<file path="src/rtl/adder_result_buffer.sv">
// Capture FIFO for 4-bit adder results, replayed over a valid/ready handshake.
// Optional result checker built when RESULT_CHECK_EN is defined.
module adder_result_buffer #(
   parameter int WIDTH = 4,
   parameter int DEPTH = 4
) (
   input  logic                     clk,
   input  logic                     reset,
   input  logic                     in_valid,
   input  logic [WIDTH-1:0]         in_a,
   input  logic [WIDTH-1:0]         in_b,
   input  logic [WIDTH-1:0]         in_sum,
   input  logic                     in_carry,
   output logic                     in_ready,
   output logic                     out_valid,
   output logic [WIDTH-1:0]         out_a,
   output logic [WIDTH-1:0]         out_b,
   output logic [WIDTH-1:0]         out_sum,
   output logic                     out_carry,
   input  logic                     out_ready,
   output logic [$clog2(DEPTH):0]   count,
   output logic                     overflow,
   output logic                     err,
   output logic [7:0]               err_count
);

   localparam int AW = $clog2(DEPTH);
   localparam int EW = 3*WIDTH + 1;

   logic [EW-1:0] mem [DEPTH];
   logic [AW:0]   wr_ptr;
   logic [AW:0]   rd_ptr;
   logic          full;
   logic          empty;
   logic          push;
   logic          pop;

   // MSB of each pointer is the wrap bit; it distinguishes full from empty
   assign empty = (wr_ptr == rd_ptr);
   assign full  = (wr_ptr[AW] != rd_ptr[AW]) && (wr_ptr[AW-1:0] == rd_ptr[AW-1:0]);

   assign in_ready  = ~full;
   assign out_valid = ~empty;
   assign push      = in_valid && ~full;
   assign pop       = ~empty && out_ready;
   assign count     = wr_ptr - rd_ptr;

   always_ff @(posedge clk) begin
      if (reset) begin
         wr_ptr   <= '0;
         rd_ptr   <= '0;
         overflow <= 1'b0;
      end else begin
         if (push)
            wr_ptr <= wr_ptr + 1'b1;
         if (pop)
            rd_ptr <= rd_ptr + 1'b1;
         if (in_valid && full)
            overflow <= 1'b1;
      end
   end

   // storage is intentionally not cleared by reset
   always_ff @(posedge clk) begin
      if (push && !reset)
         mem[wr_ptr[AW-1:0]] <= {in_a, in_b, in_carry, in_sum};
   end

   assign {out_a, out_b, out_carry, out_sum} = mem[rd_ptr[AW-1:0]];

`ifdef RESULT_CHECK_EN
   logic [WIDTH:0] sum_ref;
   logic           mismatch;

   assign sum_ref  = {1'b0, in_a} + {1'b0, in_b};
   assign mismatch = push && ({in_carry, in_sum} != sum_ref);

   always_ff @(posedge clk) begin
      if (reset) begin
         err       <= 1'b0;
         err_count <= '0;
      end else if (mismatch) begin
         err <= 1'b1;
         if (err_count != 8'hFF)
            err_count <= err_count + 8'd1;
      end
   end
`else
   assign err       = 1'b0;
   assign err_count = '0;
`endif

endmodule

</file>
<file path="config.mk">
export PLATFORM = sky130hd
export DESIGN_NAME = adder_result_buffer
export DESIGN_NICKNAME = d
export VERILOG_FILES = /design/src/rtl/adder_result_buffer.sv
export SDC_FILE = /design/constraint.sdc
export NUM_CORES = 1
export LEC_CHECK = 0
export BUFFER_PORTS_ARGS = -buffer_cell sky130_fd_sc_hd__buf_2
export CAP_MARGIN = 20
export CELL_PAD_IN_SITES_DETAIL_PLACEMENT = 0
export CELL_PAD_IN_SITES_GLOBAL_PLACEMENT = 1
export CORE_UTILIZATION = 42
export CTS_CLUSTER_DIAMETER = 30
export DETAILED_ROUTE_END_ITERATION = 8
export PLACE_DENSITY = 0.85
export SETUP_SLACK_MARGIN = 0.15
export SYNTH_ARGS = -nofsm -noshare
export SYNTH_HDL_FRONTEND = slang
export SYNTH_SLANG_ARGS = --single-unit
</file>
<file path="constraint.sdc">
create_clock -name clk -period 1.8 [get_ports clk]
set_input_delay 0 -clock clk [delete_from_list [all_inputs] [get_ports clk]]
set_output_delay 0 -clock clk [all_outputs]
set_load 0.03 [all_outputs]
</file>
# Yosys cells after proc, flatten, opt, wreduce, memory -nomap -nowiden
# Memories as Yosys holds them, arrays and structs flattened. A register that Yosys moved wholly into a read port is not among the register bits.
# Index checks and enable logic that the tools add are counted.
# classes
add_sub_neg	3
eq_ne	3
n_mux	4
n_bitwise	2
reduce_logical	6
# ops
cell	count
adder 3 x 1 -> 3 bit, second input constant	2
logical AND 1 bit	5
two-way mux 2 bit	2
equality test 3 bit	1
subtractor 3 bit	1
equality test 2 bit	1
two-way mux 1 bit	2
NOT 1 bit	2
zero test 1 bit	1
inequality test 1 bit	1
# totals
register_bits	7
ramBits	52
in_bits	17
output_inout_bits	28
word_cells	22
mem_count	1
# mem_list
name	depth	width	read_ports	rd_clocked_by_memory_dff	wr	line_no	rtl
mem	4	13	1	1	1	30	logic [EW-1:0] mem [DEPTH];

# Logic depth before layout (Yosys ltp)
# Gate-level depths: netlist (run 1).
# logic_depth
depth_word	7
mapped_depth	6
depth_no_buf	5

# Worst setup path after synthesis (run 1)
# OpenSTA, ideal clock, no wires.
# synth_timing
path_type	flip-flop to flip-flop
startpoint	register wr_ptr[0]
endpoint	memory mem[1][0] (netlist name) (enable)
setup_time_ns	0.324
arrival_ns	1.372
t_required_ns	1.476
slack_ns	0.104
path_stages_with_launch	5
path_buffers	0
period_less_slack_ns	1.696
path_cell_list	dfxtp_1 -> inv_1 -> ha_1 -> a31oi_1 -> and3_2
# synth_via
elab_chain_len	7
# synth_lines
element	line_no	rtl
from (decl)	31	logic [AW:0] wr_ptr;
from (signal assigned)	55	wr_ptr <= wr_ptr + 1'b1;
equality test 2 bit	40	assign full = (wr_ptr[AW] != rd_ptr[AW]) && (wr_ptr[AW-1:0] == rd_ptr[AW-1:0]);
logical AND 1 bit	40	
NOT 1 bit	44	assign push = in_valid && ~full;
logical AND 1 bit	44	
logical AND 1 bit	65	if (push && !reset)
two-way mux 1 bit	65	
two-way mux 1 bit (not written as such)	66	mem[wr_ptr[AW-1:0]] <= {in_a, in_b, in_carry, in_sum};
to (decl)	30	
# Parallel ways exist; a longest one is shown, timed or not.

# Worst setup path after layout (run 1)
# layout_timing
startpoint	register wr_ptr[2]
endpoint	output in_ready
# layout_via
elab_chain_len	3
# layout_lines
element	line_no	rtl
inequality test 1 bit	40	
logical AND 1 bit	40	
NOT 1 bit	42	assign in_ready = ~full;
to (decl)	14	output logic in_ready,
# No other way between the ends.

==> flow_summary.yaml, run 1 <==
routing:
  vias: 1463
  dr.pass1.iters: 4
  drt_iter0_markers: 68
  ant_nets: 0
  viasPerCell: 4.96
  drc: 0
  avgRoutedWirePerCell_microns: 15.0
  wl_microns: 4420
yosys:
  seq_area_frac_synth_pct: 67.6
  avgSynthCellArea_sq_um: 17.3
  synth_common_cells: "52 x edfxtp_1, 13 x mux4_2, 10 x buf_4, 9 x dfxtp_1, 8 x nand2_1"
  synth_edf_count: 52
  yosysTopAreaCellShare_pct: 60.6
  ys_warn_count: 0
  yosysTopAreaCell: "edfxtp_1"
  syn-cell-area_sq_um: 2580
  synth_cell_types: 31
  syn_inst: 149
  yosysMostFrequentCell: "edfxtp_1"
  synth-seq-cells: 61
  synthArstFlopShare_pct: 0
  yosys-top-cells-area: "edfxtp_1 61%, mux4_2 11%, dfxtp_1 7.0%"
  synthFlopType: "edfxtp_1"
sta:
  slew_viol_final: 0
  hold_viol: 0
  worst_slack_ns: 0.162
  finalCriticalPeriod_ns: 1.64
  tns_ns: 0
  min_period_over_period_pct: 91.0
  clock.fmax_mhz: 611
  rsz0062_at_grt: "yes"
  finalSetupViolCount: 0
  skew_ns: 0.00734
cts:
  post_cts_buffers: 0
  cts_made_buffers: 9
  cts.path.max_buffers: 2
  cts_max_level: 3
  cts_root_buf: "clkbuf_8"
  clk_pin_slew_ns: 0.06
  cts_sinks: 61
  clock_latency_ns: 0.32
  cts_tree: "yes"
global_route:
  grt_max_degree: 14
  grt_pass1_wl_microns: 6620
  grt_overflow: 0
  antenna_found_initial: 0
  grt_usage_pct: 14.6
  grt_pass1_vias: 1365
floorplanning:
  rows: 28
  die_y_microns: 80.3
  initial_core_util_pct: 43.5
  top_level_ports: 45
  die_area_sq_um: 6450
  dieWidth_microns: 80.3
  core-area_sq_um: 5920
placed_design:
  place_ws_ns: 0.0981
  port_buffers: 35
  gp_congestion: 0.787
  dpl_cell_area_sq_um: 2920
  detailed_place_hpwl_microns: 2910
min_path:
  hp-start: "out_ready"
  hp-class: "input port to flop"
  holdPathStages: 3
worst_setup_path:
  r2r_cells: 4
  path_class: "flop to output port"
  rrSetupSlack_ns: 0.22
  cp.required_ns: 1.80
  cp_data_arrival_time_ns: 1.64
  critPathMaxFanout: 6
  r2r_start: "wr_ptr[2]"
  end_kind: "output port"
  rr_endpoint: "mem[3][10]"
  start_kind: "flop"
final_layout:
  area_delta_synth_final_pct: 29.0
  diodes: 0
  multiInputGateArea_sq_um: 796
  seq_area_sq_um: 1750
  layout.nets: 240
  finalInstanceArea_sq_um: 3320
  fill_cells: 471
  drive_above_1_share_pct: 40.5
power:
  power.leakage_nw: 1.20
  pwr_density_cell_nw_per_um2: 1460
  vdd_ir_drop_max_mv: 1.35
job:
  cap_violations: 0
status:
  outcome: "completed"
[flip-flops by register name, indices dropped and copies added (netlist names), named ones only]
register  flops
overflow      1
wr_ptr        3
rd_ptr        3
mem          52
[how the worst max path moves through the flow]
stage | end | startpoint | slack (ns) | depth (start not counted)
2_1_floorplan | mem[1][0] | rd_ptr[1] | 0.15 | 4
3_3_place_gp | mem[1][9] | wr_ptr[1] | 0.17 | 4
3_5_place_dp | mem[3][9] | wr_ptr[1] | 0.1 | 4
4_1_cts | count[1] | wr_ptr[0] | 0.15 | 5
5_1_grt | in_ready | wr_ptr[2] | 0.11 | 4
6_report | in_ready | wr_ptr[2] | 0.16 | 4
[critical path: stages, from the launching register on]
cell and delay, ns:
dfxtp_1 0.45, xor2_1 0.34, buf_4 0.21, nand3_1 0.11, buf_2 0.20
[power breakdown]
part	switching (mW)	total (mW)	internal, mW	leakage [nW]
Combinational	1.11	1.94	0.831	0.559
Clock	0.477	1.10	0.622	0.0888
Sequential	0.118	1.83	1.71	0.547
Total	1.70	4.87	3.17	1.20
[placed cells by master (no fill, tap or decap), types with 2 or more instances in the layout]
master,Yosys,routed
nor2b_1,2,2
inv_2,0,2
a41oi_1,2,2
ha_1,7,5
clkbuf_8,0,9
dfxtp_2,0,4
nand2_1,8,8
or4_1,2,2
conb_1,1,9
o311ai_0,4,3
clkinv_1,1,4
buf_12,0,5
and3_2,4,4
mux4_2,13,13
nor3b_1,4,4
ha_4,0,2
dfxtp_1,9,5
buf_4,10,9
edfxtp_1,52,52
buf_2,1,33
nand3_1,5,5
inv_1,5,3
a31oi_1,4,3
dlygate4sd3_1,0,15
[layer usage]
layer / routed length [microns] / GRT usage [%]
met1: 1920 / 16.7
met2: 2260 / 24.1
met3: 156 / 4.77
met4: 77 / 8.04
met5: 0 / 0
[kinds of logic after synthesis]
| group | share of synthesized area [%] |
|---|---|
| compound gates | 4.66 |
| xor+xnor | 1.02 |
| fa+ha+maj | 4.18 |
| buf+inv | 4.90 |
| flops | 67.6 |
| mux | 11.4 |
| other cells | 0.146 |
| simple gates | 6.12 |
[layout make-up]
type                       count  share of cell area, %
sequential                    61                   52.6
multi-input combinational     75                   23.9
clock inverter                 6                   1.62
tap                           75                   2.82
inverter                       6                  0.678
clock buffer                  10                   3.84
timing repair buffer          62                   14.5
[repair_timing]
action / 4_1_cts / 5_1_grt
setup endpoints to repair: 67 / 68
pin swaps: 1 / 1
resized for setup: 5 / 14
hold buffers: 15 / 0
hold endpoints to repair: 54 / 0
[metrics by stage]
| step | power, mW | hold slack [ns] | instances | utilization [%] |
|---|---|---|---|---|
| floorplan | 3.12 | 0.0989 | 157 | - |
| global placement | 3.61 | 0.219 | 264 | 49.4 |
| detailed placement | 3.63 | 0.222 | 264 | 49.4 |
| CTS | 4.79 | 0.0429 | 295 | 55.2 |
| global route | 5.13 | 0.0429 | 295 | 56.1 |
| finish | 4.87 | 0.0285 | 295 | 56.1 |
No activity file was read; power rests on OpenSTA's default activity.
==> run 2: changes to the inputs <==
--- a/config.mk
+++ b/config.mk
@@ -12,7 +12,9 @@
 export CORE_UTILIZATION = 42
 export CTS_CLUSTER_DIAMETER = 30
 export DETAILED_ROUTE_END_ITERATION = 8
+export GPL_ROUTABILITY_DRIVEN = 0
 export PLACE_DENSITY = 0.85
+export REMOVE_ABC_BUFFERS = 1
 export SETUP_SLACK_MARGIN = 0.15
 export SYNTH_ARGS = -nofsm -noshare
 export SYNTH_HDL_FRONTEND = slang
==> constraint.sdc (replaced) <==
create_clock -name clk -period 1.45 [get_ports clk]
set_input_delay 0 -clock clk [delete_from_list [all_inputs] [get_ports clk]]
set_output_delay 0 -clock clk [all_outputs]
set_load 0.03 [all_outputs]
==> run 2 against run 1 <==
The run now ends with negative setup slack left. Sequential power increased by 21%. Combinational power increased by 92%. Worst setup slack got worse by 0.34 ns. Routed wire length increased by 27%. Critical path depth increased by 1. Final cell count increased by 7.1%. Clock power increased by 27%. Hold slack improved by 0.012 ns. Via count increased by 10%. Register-to-register slack got worse by 0.40 ns. Largest cell class unchanged.
==> flow_summary.yaml, run 2 (same netlist as run 1, synthesis figures left out) <==
global_route:
  grt_max_degree: 14
  grt_pass1_wl_microns: 8580
  antenna_found_initial: 0
  grt_overflow: 0
  grt_usage_pct: 19.0
  grt_pass1_vias: 1692
sta:
  clock.fmax_mhz: 613
  rsz0062_at_grt: "yes"
  worst_slack_ns: -0.181
  tns_ns: -8.41
  hold_viol: 0
  hold-worst-slack_ns: 0.0403
  finalSetupViolCount: 73
  slew_viol_final: 0
  min_period_over_period_pct: 112
  skew_ns: 0.00855
  finalCriticalPeriod_ns: 1.63
final_layout:
  fill_cells: 427
  diodes: 0
  layout.nets: 261
  largest_reg_flops: 52
  multiInputGateArea_sq_um: 942
  fin_util_pct: 64.7
  final_cell_mix: "52 x edfxtp_1, 27 x buf_6, 18 x buf_4"
  final_common_cell: "edfxtp_1"
  final_cells: 316
  drive_above_1_share_pct: 54.4
  seq_area_sq_um: 1750
  area_delta_synth_final_pct: 48.6
routing:
  dr.pass1.iters: 4
  avgRoutedWirePerCell_microns: 17.8
  drc: 0
  viasPerCell: 5.11
  drt_iter0_markers: 40
  ant_nets: 0
  wl_microns: 5630
  vias: 1615
worst_setup_path:
  path_class: "flop to flop"
  cp_data_arrival_time_ns: 1.68
  cp.required_ns: 1.50
  critPathMaxFanout: 6
  start_kind: "flop"
  rrSetupSlack_ns: -0.18
  end_kind: "flop"
cts:
  cts_made_buffers: 9
  cts_sinks: 61
  cts_tree: "yes"
  cts_max_level: 3
  clock_latency_ns: 0.33
  cts_root_buf: "clkbuf_8"
  cts.path.max_buffers: 2
  clk_pin_slew_ns: 0.06
placed_design:
  detailed_place_hpwl_microns: 3120
  port_buffers: 35
  dp_cells: 273
floorplanning:
  core-area_sq_um: 5920
  initial_core_util_pct: 43.5
  dieWidth_microns: 80.3
  top_level_ports: 45
  die_area_sq_um: 6450
  rows: 28
  die_y_microns: 80.3
min_path:
  hp-class: "input port to flop"
power:
  pwr_density_cell_nw_per_um2: 1920
  p_total_mw: 7.34
  power.leakage_nw: 1.42
  vdd_ir_drop_max_mv: 1.79
job:
  cap_violations: 0
status:
  failed_checks: "negative setup slack"
  outcome: "complete, but fails checks"
[run 2: layer usage]
metal	up-vias	part of all wire [%]	wire, microns	track usage, %
met2	58	54	3020	33.2
met1	794	40	2260	21.7
met4	0	1.9	109	9.82
li1	752	-	-	-
met5	-	0	0	0
met3	11	4.3	240	4.32
[run 2: critical path: stages, from the launching register on]
cell	delay (ns)
dfxtp_1	0.39
ha_4	0.25
a31oi_4	0.19
buf_6	0.13
and3_4	0.22
clkbuf_16	0.16
[run 2: path summary, 6_finish.rpt]
check / start / to / cells after the start
max: rd_ptr[0] / mem[1][5] / 5
min: in_valid / overflow / 3
max reg2reg: rd_ptr[0] / mem[1][5] / 5
min reg2reg: overflow / overflow / 1
[run 2: report_power, final]
part           internal (mW)  switching (mW)  leakage [nW]  total [mW]
Clock                  0.782           0.620        0.0907        1.40
Sequential              2.13          0.0920         0.548        2.22
Combinational           1.86            1.86         0.779        3.72
[run 2: final cells by class]
type / instances / area share [%]
Clock buffer: 11 / 3.43
Clock inverter: 5 / 1.34
Inverter: 6 / 0.654
Multi-Input combinational cell: 75 / 24.6
Sequential cell: 61 / 45.7
Tap cell: 75 / 2.45
Timing Repair Buffer: 83 / 21.8
[run 2: metrics by stage]
| stage | cell area, sq um | setup slack (ns) |
|---|---|---|
| global route | 3830 | -0.203 |
| CTS | 3750 | -0.126 |
| finish | 3830 | -0.181 |
| detailed placement | 2990 | -0.222 |
| floorplan | 2500 | -0.256 |
| global placement | 2990 | -0.158 |
[run 2: timing repair]
| item | CTS | global route |
|---|---|---|
| resized for setup | 86 | 6 |
| cloned | 2 | 1 |
| setup endpoints to repair | 78 | 78 |
| buffers inserted | 9 | 2 |
| pin swaps | 18 | 1 |
| hold buffers | 13 | 0 |
| endpoints found under the hold margin | 52 | 0 |
==> run 3: changes to the inputs <==
--- a/config.mk
+++ b/config.mk
@@ -9,8 +9,10 @@
 export CAP_MARGIN = 20
 export CELL_PAD_IN_SITES_DETAIL_PLACEMENT = 0
 export CELL_PAD_IN_SITES_GLOBAL_PLACEMENT = 1
+export CORE_MARGIN = 2
 export CORE_UTILIZATION = 42
 export CTS_CLUSTER_DIAMETER = 30
+export CTS_CLUSTER_SIZE = 20
 export DETAILED_ROUTE_END_ITERATION = 8
 export GPL_ROUTABILITY_DRIVEN = 0
 export PLACE_DENSITY = 0.85
==> run 3 against run 2 <==
Sequential power barely moved. Critical path type is now flop to output port. Core utilization fell by 0.59 points. First-iteration DRC count grew 60%. The flow still finishes with violations (negative setup slack). Combinational power down 5%. Die area is 5.0% higher. Critical path depth unchanged. Clock power barely moved. Largest power group unchanged.
==> flow_summary.yaml, run 3 (same netlist as run 1, synthesis figures left out) <==
status:
  outcome: "complete, but fails checks"
  failed_checks: "negative setup slack"
power:
  pwr_density_cell_nw_per_um2: 1900
  vdd_ir_drop_max_mv: 2.07
  p_total_mw: 7.20
  power.leakage_nw: 1.40
placed_design:
  port_buffers: 35
  dpl_cell_area_sq_um: 2980
  detailed_place_hpwl_microns: 3150
global_route:
  grt_overflow: 0
  grt_usage_pct: 15.8
  grt_max_degree: 14
  grt_pass1_wl_microns: 7450
  grt_pass1_vias: 1487
  antenna_found_initial: 0
cts:
  cts_sinks: 61
  cts_tree: "yes"
  clk_pin_slew_ns: 0.07
  cts_made_buffers: 9
  clock_latency_ns: 0.33
  cts.path.max_buffers: 2
  cts_max_level: 3
  cts_root_buf: "clkbuf_8"
final_layout:
  layout.nets: 257
  largest_reg_flops: 52
  drive_above_1_share_pct: 55.3
  finalInstanceArea_sq_um: 3790
  area_delta_synth_final_pct: 47.3
  final_common_cell: "edfxtp_1"
  seq_area_sq_um: 1750
  diodes: 0
  multiInputGateArea_sq_um: 936
  final_cell_mix: "52 x edfxtp_1, 24 x buf_6, 17 x buf_2"
  fill_cells: 446
worst_setup_path:
  rrSetupSlack_ns: -0.10
  path_cells: "buf_6 -> inv_6 -> fa_2 -> inv_2 -> buf_6"
  critPathBufInv: 4
  r2r_start: "rd_ptr[1]"
  rr_endpoint: "mem[0][1]"
  critPathMaxFanout: 3
  cp.required_ns: 1.45
  path_class: "flop to output port"
  r2r_cells: 5
  critPathTopFamily: "adder cells"
  end_kind: "output port"
  cpPeakStageDelay_ns: 0.56
  cp_slowest_cell: "fa_2"
  start_kind: "flop"
  cpMostUsedCell: "buf_6"
  cp_data_arrival_time_ns: 1.56
floorplanning:
  die_y_microns: 82.3
  top_level_ports: 45
  dieWidth_microns: 82.3
  initial_core_util_pct: 43.5
  die_area_sq_um: 6780
  rows: 28
  core-area_sq_um: 5920
routing:
  drt_iter0_markers: 64
  dr.pass1.iters: 6
  ant_nets: 0
  avgRoutedWirePerCell_microns: 16.9
  drc: 0
  viasPerCell: 5.07
  wl_microns: 5260
  vias: 1583
sta:
  finalSetupViolCount: 67
  clock.fmax_mhz: 642
  rsz0062_at_grt: "yes"
  slew_viol_final: 0
  skew_ns: 0.00675
  hold_viol: 0
  min_period_over_period_pct: 107
  finalCriticalPeriod_ns: 1.56
  worst_slack_ns: -0.108
min_path:
  hp-class: "input port to flop"
  hp-start: "out_ready"
  holdPathStages: 3
job:
  cap_violations: 0
run 3: changes by cell type in the layout (fill, tap and decap cells not counted), moves of 2 or more:
cell,previous run,this run
dfxtp_1,4,2
o311ai_2,1,3
clkbuf_1,2,0
clkinv_2,2,4
buf_6,27,24
buf_4,18,16
and3_4,2,4
and3_2,2,0
dfxtp_2,4,6
run 3: layout make-up:
class	instances	area share (%)
timing repair buffer	79	20.9
inverter	6	0.726
tap	75	2.47
multi-input combinational	75	24.7
clock inverter	7	1.75
clock buffer	9	3.27
sequential	61	46.2
run 3: tightest hold or removal path: stages:
cell,delay (ns)
buf_2,0.15
a41oi_4,0.14
o311ai_4,0.08
run 3: power breakdown:
part	leakage (nW)	internal, mW	switching [mW]
clock network	0.0987	0.783	0.646
logic	0.748	1.74	1.81
registers	0.549	2.13	0.0918
total	1.40	4.66	2.54
run 3: worst max path at each step:
| stage | start | to | slack [ns] | cells past startpoint |
|---|---|---|---|---|
| final | wr_ptr[1] | count[1] | -0.11 | 5 |
| after global routing | wr_ptr[1] | count[1] | -0.16 | 5 |
| after CTS | flop | out_sum[1] | -0.12 | 3 |
| after detailed placement | rd_ptr[1] | mem[0][12] | -0.21 | 5 |
| after global placement | rd_ptr[1] | mem[0][11] | -0.16 | 5 |
| after floorplan | wr_ptr[0] | flop | -0.26 | 5 |
run 3: routing by layer:
layer  wire, microns  global-route usage (%)  vias to the layer above
li1                -                       -                      744
met1            2220                    18.9                      786
met2            2710                    25.6                       45
met3             262                    6.20                        8
met4              70                    6.17                        0
met5               0                       0                        -
run 3: timing repair:
action	4_1_cts	5_1_grt
hold buffers	14	0
endpoints found under the hold margin	53	0
pin swaps	4	10
setup endpoints to repair	78	78
gates resized for setup	56	37
setup buffers	0	7
gates cloned	1	2
run 3: metrics by stage:
stage / utilization (%) / hold WS (ns) / setup WS [ns] / setup TNS (ns) / instances
after floorplan: - / 0.0691 / -0.256 / -13.73 / 142
after global placement: 50.4 / 0.218 / -0.155 / -7.97 / 272
after detailed placement: 50.4 / 0.220 / -0.207 / -10.18 / 272
after CTS: 59.2 / 0.0328 / -0.123 / -7.22 / 303
after global routing: 64.1 / 0.0799 / -0.160 / -7.19 / 312
final: 64.1 / 0.0822 / -0.108 / -4.73 / 312
